$ cat src/rtl/conv_pkg.sv
// Shared definitions for the conv tile output path: size defaults, index-width
// helpers and the streamer state encoding.
package conv_pkg;

  localparam int DEFAULT_OUTPUT_TILE_SIZE = 2;
  localparam int DEFAULT_OUTPUT_BIT_WIDTH = 24;

  typedef enum logic {
    IDLE   = 1'b0,
    STREAM = 1'b1
  } stream_state_e;

  // Valid (no padding, stride 1) convolution shrinks the tile by kernel-1.
  function automatic int out_tile_edge(input int in_tile_size, input int kernel_size);
    return in_tile_size - kernel_size + 1;
  endfunction

  function automatic int idx_width(input int n);
    return (n <= 1) ? 1 : $clog2(n);
  endfunction

endpackage

$ cat src/rtl/conv_tile_streamer_if.sv
// Tile-in / element-out bus of conv_tile_streamer; slave is the streamer side.
interface conv_tile_streamer_if #(
  parameter int N = conv_pkg::DEFAULT_OUTPUT_TILE_SIZE,
  parameter int W = conv_pkg::DEFAULT_OUTPUT_BIT_WIDTH
) ();
  localparam int IW = conv_pkg::idx_width(N);

  logic [N*N*W-1:0] tile_data;
  logic             tile_valid;
  logic             tile_ready;
  logic [W-1:0]     out_data;
  logic             out_valid;
  logic             out_ready;
  logic [IW-1:0]    out_row;
  logic [IW-1:0]    out_col;
  logic             out_last;
  logic             busy;

  modport slave (
    input  tile_data, tile_valid, out_ready,
    output tile_ready, out_data, out_valid, out_row, out_col, out_last, busy
  );

  modport master (
    output tile_data, tile_valid, out_ready,
    input  tile_ready, out_data, out_valid, out_row, out_col, out_last, busy
  );
endinterface

$ cat src/rtl/conv_tile_buf.sv
// Two-entry FIFO of packed tiles: head is the active tile, second entry the pending one.
module conv_tile_buf #(
  parameter int TW = 96
) (
  input  logic          clk,
  input  logic          reset,
  input  logic          push,
  input  logic [TW-1:0] push_data,
  input  logic          pop,
  output logic [TW-1:0] head,
  output logic          full,
  output logic          empty
);

  logic [TW-1:0] mem_reg [2];
  logic          wr_ptr_reg;
  logic          rd_ptr_reg;
  logic [1:0]    count_reg;

  // Storage carries no reset; occupancy alone decides what is valid.
  always_ff @(posedge clk) begin
    if (push) begin
      mem_reg[wr_ptr_reg] <= push_data;
    end
  end

  always_ff @(posedge clk or negedge reset) begin
    if (!reset) begin
      wr_ptr_reg <= 1'b0;
      rd_ptr_reg <= 1'b0;
      count_reg  <= 2'd0;
    end else begin
      if (push) begin
        wr_ptr_reg <= ~wr_ptr_reg;
      end
      if (pop) begin
        rd_ptr_reg <= ~rd_ptr_reg;
      end
      case ({push, pop})
        2'b10:   count_reg <= count_reg + 2'd1;
        2'b01:   count_reg <= count_reg - 2'd1;
        default: count_reg <= count_reg;
      endcase
    end
  end

  assign head  = mem_reg[rd_ptr_reg];
  assign full  = (count_reg == 2'd2);
  assign empty = (count_reg == 2'd0);

endmodule

$ cat src/rtl/conv_tile_streamer.sv
// Serialises packed conv output tiles one element per beat, double-buffered.
// Define CONV_STREAM_RELU_EN to clamp negative elements to zero at the output mux.
module conv_tile_streamer
  import conv_pkg::*;
#(
  parameter int OUTPUT_TILE_SIZE = DEFAULT_OUTPUT_TILE_SIZE,
  parameter int OUTPUT_BIT_WIDTH = DEFAULT_OUTPUT_BIT_WIDTH
) (
  input  logic clk,
  input  logic reset,
  conv_tile_streamer_if.slave bus
);

  localparam int N  = OUTPUT_TILE_SIZE;
  localparam int W  = OUTPUT_BIT_WIDTH;
  localparam int NN = N * N;
  localparam int CW = idx_width(NN);
  localparam int IW = idx_width(N);
  localparam int TW = NN * W;
  localparam logic [CW-1:0] LAST_IDX = CW'(NN - 1);

  stream_state_e state_reg, state_next;
  logic [CW-1:0] cnt_reg, cnt_next;
  logic          accept;
  logic          beat;
  logic          at_last;
  logic          pop;
  logic          buf_full;
  logic          buf_empty;
  logic [TW-1:0] head_tile;
  logic [W-1:0]  elem [NN];
  logic [W-1:0]  sel_elem;
  logic [W-1:0]  shaped_elem;
  logic          streaming;

  assign accept  = bus.tile_valid & bus.tile_ready;
  assign beat    = (state_reg == STREAM) & bus.out_ready;
  assign at_last = (cnt_reg == LAST_IDX);

  conv_tile_buf #(
    .TW(TW)
  ) u_buf (
    .clk      (clk),
    .reset    (reset),
    .push     (accept),
    .push_data(bus.tile_data),
    .pop      (pop),
    .head     (head_tile),
    .full     (buf_full),
    .empty    (buf_empty)
  );

  always_ff @(posedge clk or negedge reset) begin
    if (!reset) begin
      state_reg <= IDLE;
      cnt_reg   <= '0;
    end else begin
      state_reg <= state_next;
      cnt_reg   <= cnt_next;
    end
  end

  // A tile accepted on the final beat of the last buffered tile becomes the
  // new head directly, so streaming continues without a bubble.
  always_comb begin
    state_next = state_reg;
    cnt_next   = cnt_reg;
    pop        = 1'b0;
    case (state_reg)
      IDLE: begin
        if (accept) begin
          state_next = STREAM;
          cnt_next   = '0;
        end
      end
      STREAM: begin
        if (beat) begin
          if (at_last) begin
            pop      = 1'b1;
            cnt_next = '0;
            if (!(buf_full || accept)) begin
              state_next = IDLE;
            end
          end else begin
            cnt_next = cnt_reg + 1'b1;
          end
        end
      end
      default: begin
        state_next = IDLE;
        cnt_next   = '0;
      end
    endcase
  end

  genvar gi;
  generate
    for (gi = 0; gi < NN; gi++) begin : g_elem
      assign elem[gi] = head_tile[gi*W +: W];
    end
  endgenerate

  assign sel_elem = elem[cnt_reg];

`ifdef CONV_STREAM_RELU_EN
  assign shaped_elem = sel_elem[W-1] ? '0 : sel_elem;
`else
  assign shaped_elem = sel_elem;
`endif

  assign streaming      = (state_reg == STREAM);
  assign bus.tile_ready = !buf_full;
  assign bus.out_valid  = streaming;
  assign bus.out_data   = streaming ? shaped_elem : '0;
  assign bus.out_row    = streaming ? IW'(cnt_reg / N) : '0;
  assign bus.out_col    = streaming ? IW'(cnt_reg % N) : '0;
  assign bus.out_last   = streaming & at_last;
  assign bus.busy       = !buf_empty;

endmodule

$ cat src/flat_wrapper.sv
// flat-port wrapper written by rule: the top's interface ports become plain ports
module conv_tile_streamer_flat import conv_pkg::*;
#(
  parameter int OUTPUT_TILE_SIZE = DEFAULT_OUTPUT_TILE_SIZE,
  parameter int OUTPUT_BIT_WIDTH = DEFAULT_OUTPUT_BIT_WIDTH
)
  (clk, reset, bus_tile_data, bus_tile_valid, bus_out_ready, bus_tile_ready, bus_out_data, bus_out_valid, bus_out_row, bus_out_col, bus_out_last, bus_busy);
  conv_tile_streamer_if #(.N((2)), .W((24))) bus_i ();
  input  logic clk;
  input  logic reset;
  input wire logic [$bits(bus_i.tile_data)-1:0] bus_tile_data;
  input wire logic [$bits(bus_i.tile_valid)-1:0] bus_tile_valid;
  input wire logic [$bits(bus_i.out_ready)-1:0] bus_out_ready;
  output wire logic [$bits(bus_i.tile_ready)-1:0] bus_tile_ready;
  output wire logic [$bits(bus_i.out_data)-1:0] bus_out_data;
  output wire logic [$bits(bus_i.out_valid)-1:0] bus_out_valid;
  output wire logic [$bits(bus_i.out_row)-1:0] bus_out_row;
  output wire logic [$bits(bus_i.out_col)-1:0] bus_out_col;
  output wire logic [$bits(bus_i.out_last)-1:0] bus_out_last;
  output wire logic [$bits(bus_i.busy)-1:0] bus_busy;
  assign bus_i.tile_data = bus_tile_data;
  assign bus_i.tile_valid = bus_tile_valid;
  assign bus_i.out_ready = bus_out_ready;
  assign bus_tile_ready = bus_i.tile_ready;
  assign bus_out_data = bus_i.out_data;
  assign bus_out_valid = bus_i.out_valid;
  assign bus_out_row = bus_i.out_row;
  assign bus_out_col = bus_i.out_col;
  assign bus_out_last = bus_i.out_last;
  assign bus_busy = bus_i.busy;
  conv_tile_streamer #(.OUTPUT_TILE_SIZE(OUTPUT_TILE_SIZE), .OUTPUT_BIT_WIDTH(OUTPUT_BIT_WIDTH)) u_core (.clk(clk), .reset(reset), .bus(bus_i));
endmodule
$ cat config.mk
export PLATFORM = sky130hd
export DESIGN_NAME = conv_tile_streamer_flat
export DESIGN_NICKNAME = d
export VERILOG_FILES = /design/src/rtl/conv_pkg.sv /design/src/rtl/conv_tile_streamer_if.sv /design/src/rtl/conv_tile_buf.sv /design/src/rtl/conv_tile_streamer.sv /design/src/flat_wrapper.sv
export SDC_FILE = /design/constraint.sdc
export NUM_CORES = 1
export LEC_CHECK = 0
export ABC_CLOCK_PERIOD_IN_PS = 5500
export CAP_MARGIN = 30
export CORE_MARGIN = 2
export CORE_UTILIZATION = 48
export CTS_CLUSTER_DIAMETER = 100
export CTS_CLUSTER_SIZE = 12
export DETAILED_ROUTE_END_ITERATION = 10
export GPL_ROUTABILITY_DRIVEN = 0
export PLACE_DENSITY_LB_ADDON = 0.08
export SYNTH_ARGS = -nofsm -noshare
export SYNTH_HDL_FRONTEND = slang
export SYNTH_HIERARCHICAL = 1
export SYNTH_SLANG_ARGS = --single-unit
$ cat constraint.sdc
create_clock -name clk -period 5.5 [get_ports clk]
set_input_delay 1.1 -clock clk [delete_from_list [all_inputs] [get_ports clk]]
set_output_delay 1.1 -clock clk [all_outputs]
set_load 0.05 [all_outputs]
## After elaboration in Yosys (flattened, before gate mapping)

Memory sizes are Yosys's and may differ from the RTL's.
Cells that the tools add are included.
W data, S select, Z words.

- Register bits: 7
- Memory bits (writable): 192
- Input port bits: 100
- Output and inout port bits: 30
- Logic and storage cells: 49
- Memories kept: 1

Memories:

| name | depth | width | rd ports | clocked after memory_dff | wr ports | RTL line | RTL |
|---|---|---|---|---|---|---|---|
| u_core.u_buf.mem_reg | 2 | 96 | 1 | 0 | 1 | conv_tile_buf.sv:15 | `logic [TW-1:0] mem_reg [2];` |

- Add/subtract/negate cells: 3
- Magnitude comparators: 1
- Eq/ne operators: 6
- Multiplexer cells: 20
- Bitwise logic cells: 7
- Reduce and logical (&&, ||, !) cells: 6

Operators by type and width:

| kind | number |
|---|---|
| $mux W24 | 3 |
| $bmux W24 S2 | 1 |
| $mux W1 | 10 |
| $pmux W2 S2 | 2 |
| $eq A2 B2 Y1 const B | 3 |
| $mux W2 | 3 |
| $add A2 B1 Y2 const B | 2 |
| $and A1 B1 Y1 | 3 |
| $ge A3 B3 Y1 const B | 1 |
| $not A1 Y1 | 3 |
| $not A2 Y3 | 1 |
| $eq A2 B1 Y1 const B | 1 |
| $logic_not A1 Y1 | 2 |
| $logic_not A2 Y1 | 1 |
| $ne A2 B1 Y1 const B | 1 |
| $ne A2 B2 Y1 const B | 1 |
| $pmux W1 S2 | 1 |
| $reduce_and A2 Y1 | 1 |
| $reduce_bool A2 Y1 | 1 |
| $sub A2 B1 Y2 const B | 1 |
| $logic_or A1 B1 Y1 | 1 |

## Logic depth before layout (Yosys ltp)

- Depth in word-level cells: 8
- Depth in mapped cells: 8
- Mapped depth without buffers: 8

## Modules after synthesis

The synthesis kept the hierarchy.

By module, submodules not included:

| module | times used | cells each | area an instance (um^2) | seq. area each (um^2) |
|---|---|---|---|---|
| conv_tile_buf | 1 | 315 | 7229.4 | 5865.6 |
| conv_tile_streamer | 1 | 109 | 963.4 | 75.1 |

## Worst setup path before layout

OpenSTA, ideal clock, no wires.

- Path kind: input to register
- Start: input bus_tile_valid
- End: memory u_core.u_buf.mem_reg[0][0] (enable)
- Library setup time: 0.553 ns
- Arrival time: 5.362 ns
- Required time: 4.947 ns
- Slack: -0.415 ns
- Stages on the path: 4
- Path buffers: 0
- Cells stage by stage: nand2b_1 -> inv_1 -> inv_1 -> nor2_1

- Cells in the longest elaborated chain, start to end: 3

RTL lines:

| what | RTL line | RTL |
|---|---|---|
| start, declared | flat_wrapper.sv:12 | `input wire logic [$bits(bus_i.tile_valid)-1:0] bus_tile_valid;` |
| $and A1 B1 Y1 | conv_tile_streamer.sv:36 | `assign accept = bus.tile_valid & bus.tile_ready;` |
| net u_core.accept | conv_tile_streamer.sv:24 | `logic accept;` |
| $mux W1 | conv_tile_buf.sv:22 | `if (push) begin` |
| $mux W1 (not written as such) | conv_tile_buf.sv:23 | `mem_reg[wr_ptr_reg] <= push_data;` |
| end, declared | conv_tile_buf.sv:15 |  |

The timed path passes the listed nets, and every way through them passes these cells.

## Final worst setup path

- Start: register u_core.u_buf.rd_ptr_reg
- End: output bus_out_data[11]

- Cells in the longest elaborated chain, start to end: 5

RTL lines:

| what | RTL line | RTL |
|---|---|---|
| start, declared | conv_tile_buf.sv:17 | `logic rd_ptr_reg;` |
| start signal, assigned | conv_tile_buf.sv:37 | `rd_ptr_reg <= ~rd_ptr_reg;` |
| $mem_v2 Z2 W96 | - |  |
| net u_core.head_tile[35] | conv_tile_streamer.sv:30 | `logic [TW-1:0] head_tile;` |
| $bmux W24 S2 | conv_tile_streamer.sv:103 | `assign sel_elem = elem[cnt_reg];` |
| $mux W24 (not written as such) (2 in series) | conv_tile_streamer.sv:103 |  |
| $mux W24 | conv_tile_streamer.sv:114 | `assign bus.out_data = streaming ? shaped_elem : '0;` |
| end, declared | flat_wrapper.sv:15 | `output wire logic [$bits(bus_i.out_data)-1:0] bus_out_data;` |

The timed path passes the listed nets, and every way through them passes these cells. The select of a mux whose other input is x is not followed.

==> impl_metrics.yaml <==
clocking:
  cts.sinks: 199
  ctsRootBufferMaster: "clkbuf_16"
  cts_setup_buffers: 0
  hold_buffers: 0
  cts_buffer_depth: 2
  cts_tree: "done"
  h-tree-depth: 4
  clk_transition_reported_paths_ns: 0.07
  cts_buffers: 17
  clk_latency_ns: 0.42
  cts_resized: 0
die:
  num_io_pins: 130
  fp.dieH_microns: 135
  num_rows: 47
  start_util_pct: 49.2
  die-area_sq_um: 18100
  core_sq_um: 16600
  die_w_microns: 135
logic_synthesis:
  synth_area_per_cell_sq_um: 19.3
  synth_warnings: 6
  synth_area_leaders: "edfxtp_1, mux2_2, mux2i_1, mux2_4, dfrtp_1"
  synthDistinctLibCells: 25
  yosysTopAreaCell: "edfxtp_1"
  synth.cell_area_sq_um: 8190
  synth-seq-area-share_pct: 72.5
  syn_nets: 526
  synth-seq-cells: 199
  synth_top_area_share_pct: 70.4
  syn-instance-count: 424
setup_path:
  reg2reg_depth: 5
  regToRegSetupSlack_ns: 3.11
  worst_ep_required_time_ns: 4.40
  worstSetupStartpoint: "u_core/u_buf/rd_ptr_reg"
  worst_ep_arrival_time_ns: 3.11
  worstReg2RegEnd: "u_core/u_buf/mem_reg[1][95]"
  crit_fanout: 42
  setup.worst_path.end: "bus_out_data[11]"
  cp-end-kind: "primary output"
  path_class: "register to primary output"
  rr_startpoint: "u_core/u_buf/count_reg[1]"
  start_kind: "register"
grt:
  gr-total-overflow: 0
  grt_pass1_vias: 4488
  antenna_found_initial: 0
  grt_max_degree: 97
  grt_pass1_wl_microns: 23200
  grt_usage_pct: 17.2
place:
  placed_cells: 758
  placed_area_sq_um: 9650
  io_buffers: 129
  place_hpwl_microns: 9130
layout:
  stdcell_count: 790
  diodes: 0
  final_common_cell: "edfxtp_1"
  areaGrowthSynthToFinish_pct: 25.4
  final_cell_mix: "edfxtp_1, clkdlybuf4s50_1, mux2_2"
  drive_gt1_share_pct: 24.4
  fin_area_sq_um: 10300
  largest_reg_flops: 192
  fin_nets: 659
sta:
  finalHoldViolations: 0
  finalSetupViolCount: 0
  max_freq_mhz: 237
  timing.final.crit_share_pct: 76.6
  relSlewSlack_pct: 41.6
  drv_slew: 0
  worst_pin_slew_ns: 0.876
  setup-tns-final_ns: 0
  rsz0062_at_grt: "false"
  min_period_ns: 4.21
  skew_ns: 0.00648
power:
  swShare_pct: 36.1
  power.share.sequential_pct: 36.2
  clkPwrFrac_pct: 20.7
  power.density_nw_per_um2: 601
  internal_power_uw: 3940
  power.switching_uw: 2230
  vdd_ir_drop_max_mv: 0.420
  p_leak_uw: 0.00361
  p_comb_share_pct: 43.1
drt:
  wl_per_cell_microns: 19.0
  drc: 0
  antenna_left: 0
  dr.pass1.iters: 4
  via_count: 4101
  routed_wl_microns: 15000
  drt_iter0_markers: 322
  vias_per_cell: 5.19
outcome:
  status: "finished, final reports clean"
min_path:
  hp-class: "register to register"
  holdCritStartpoint: "u_core/u_buf/count_reg[1]"
run:
  drv_cap: 0
-- worst min-delay path by stage --
stage	end	slack, ns	cells past startpoint
finish	u_core/u_buf/count_reg[1]	0.49	1
CTS	u_core/u_buf/count_reg[1]	0.49	1
global route	u_core/u_buf/count_reg[1]	0.52	1
global placement	u_core/u_buf/count_reg[1]	0.48	1
floorplan	u_core/u_buf/count_reg[1]	0.46	1
detailed placement	u_core/u_buf/count_reg[1]	0.48	1
-- area by class of cell --
| cell class | instances | area (sq um) |
|---|---|---|
| clock buffer | 25 | 495 |
| clock inverter | 7 | 120 |
| fill | 1210 | 6370 |
| inverter | 5 | 18.8 |
| multi-input combinational | 197 | 2040 |
| sequential | 199 | 5950 |
| tap | 220 | 275 |
| timing repair buffer | 137 | 1380 |
-- kinds of logic after synthesis --
logic type	share of synthesized area, %
flops	72.5
mux	20.6
compound gates	2.17
buf+inv	2.73
simple gates	1.18
xor+xnor	0.535
fa+ha+maj	0.305
-- through the flow --
| stage | power [uW] | hold WS, ns | worst slack (ns) | util (%) |
|---|---|---|---|---|
| 2_1_floorplan | 4260 | 0.456 | 1.24 | - |
| 3_3_place_gp | 4930 | 0.476 | 1.72 | 58.0 |
| 3_5_place_dp | 4960 | 0.480 | 1.68 | 58.0 |
| 4_1_cts | 6250 | 0.493 | 1.21 | 61.7 |
| 5_1_grt | 6450 | 0.518 | 1.10 | 61.7 |
| 6_report | 6170 | 0.487 | 1.29 | 61.7 |
-- power by group through the flow --
stage	sequential (uW)	clock [uW]	combinational, uW
after floorplan	2210	0	2050
after global placement	2260	0	2670
after detailed placement	2280	0	2680
after CTS	2240	1300	2700
after global routing	2270	1360	2810
final	2240	1270	2660
-- metal layers --
layer	up-vias	GRT usage [%]	part of all wire [%]
li1	1932	-	-
met1	2064	21.0	43
met2	96	29.1	51
met3	9	5.22	5.1
met4	0	5.61	1.0
met5	-	0	0
-- synthesized netlist by cell type --
master,count
and3_1,1
nand2b_4,1
buf_4,1
dfrtp_1,7
o21ai_0,2
o22ai_2,1
o22ai_1,23
nand2_1,5
xnor2_1,2
a21oi_1,1
mux2_4,30
mux2i_1,48
nor2b_1,1
buf_2,8
or3b_1,1
edfxtp_1,192
inv_1,5
and2_1,3
nand2b_1,2
a31oi_1,1
nor2_1,3
mux2_2,67
xor2_1,3
ha_1,2
buf_6,14
-- worst max-delay path, cell delays in order, from the launching register on --
cell	delay (ns)
dfrtp_4	0.82
buf_4	0.42
mux2_2	0.38
mux2i_1	0.18
o22ai_1	0.12
clkdlybuf4s50_1	0.74
Power figures use the tool's default switching activity.
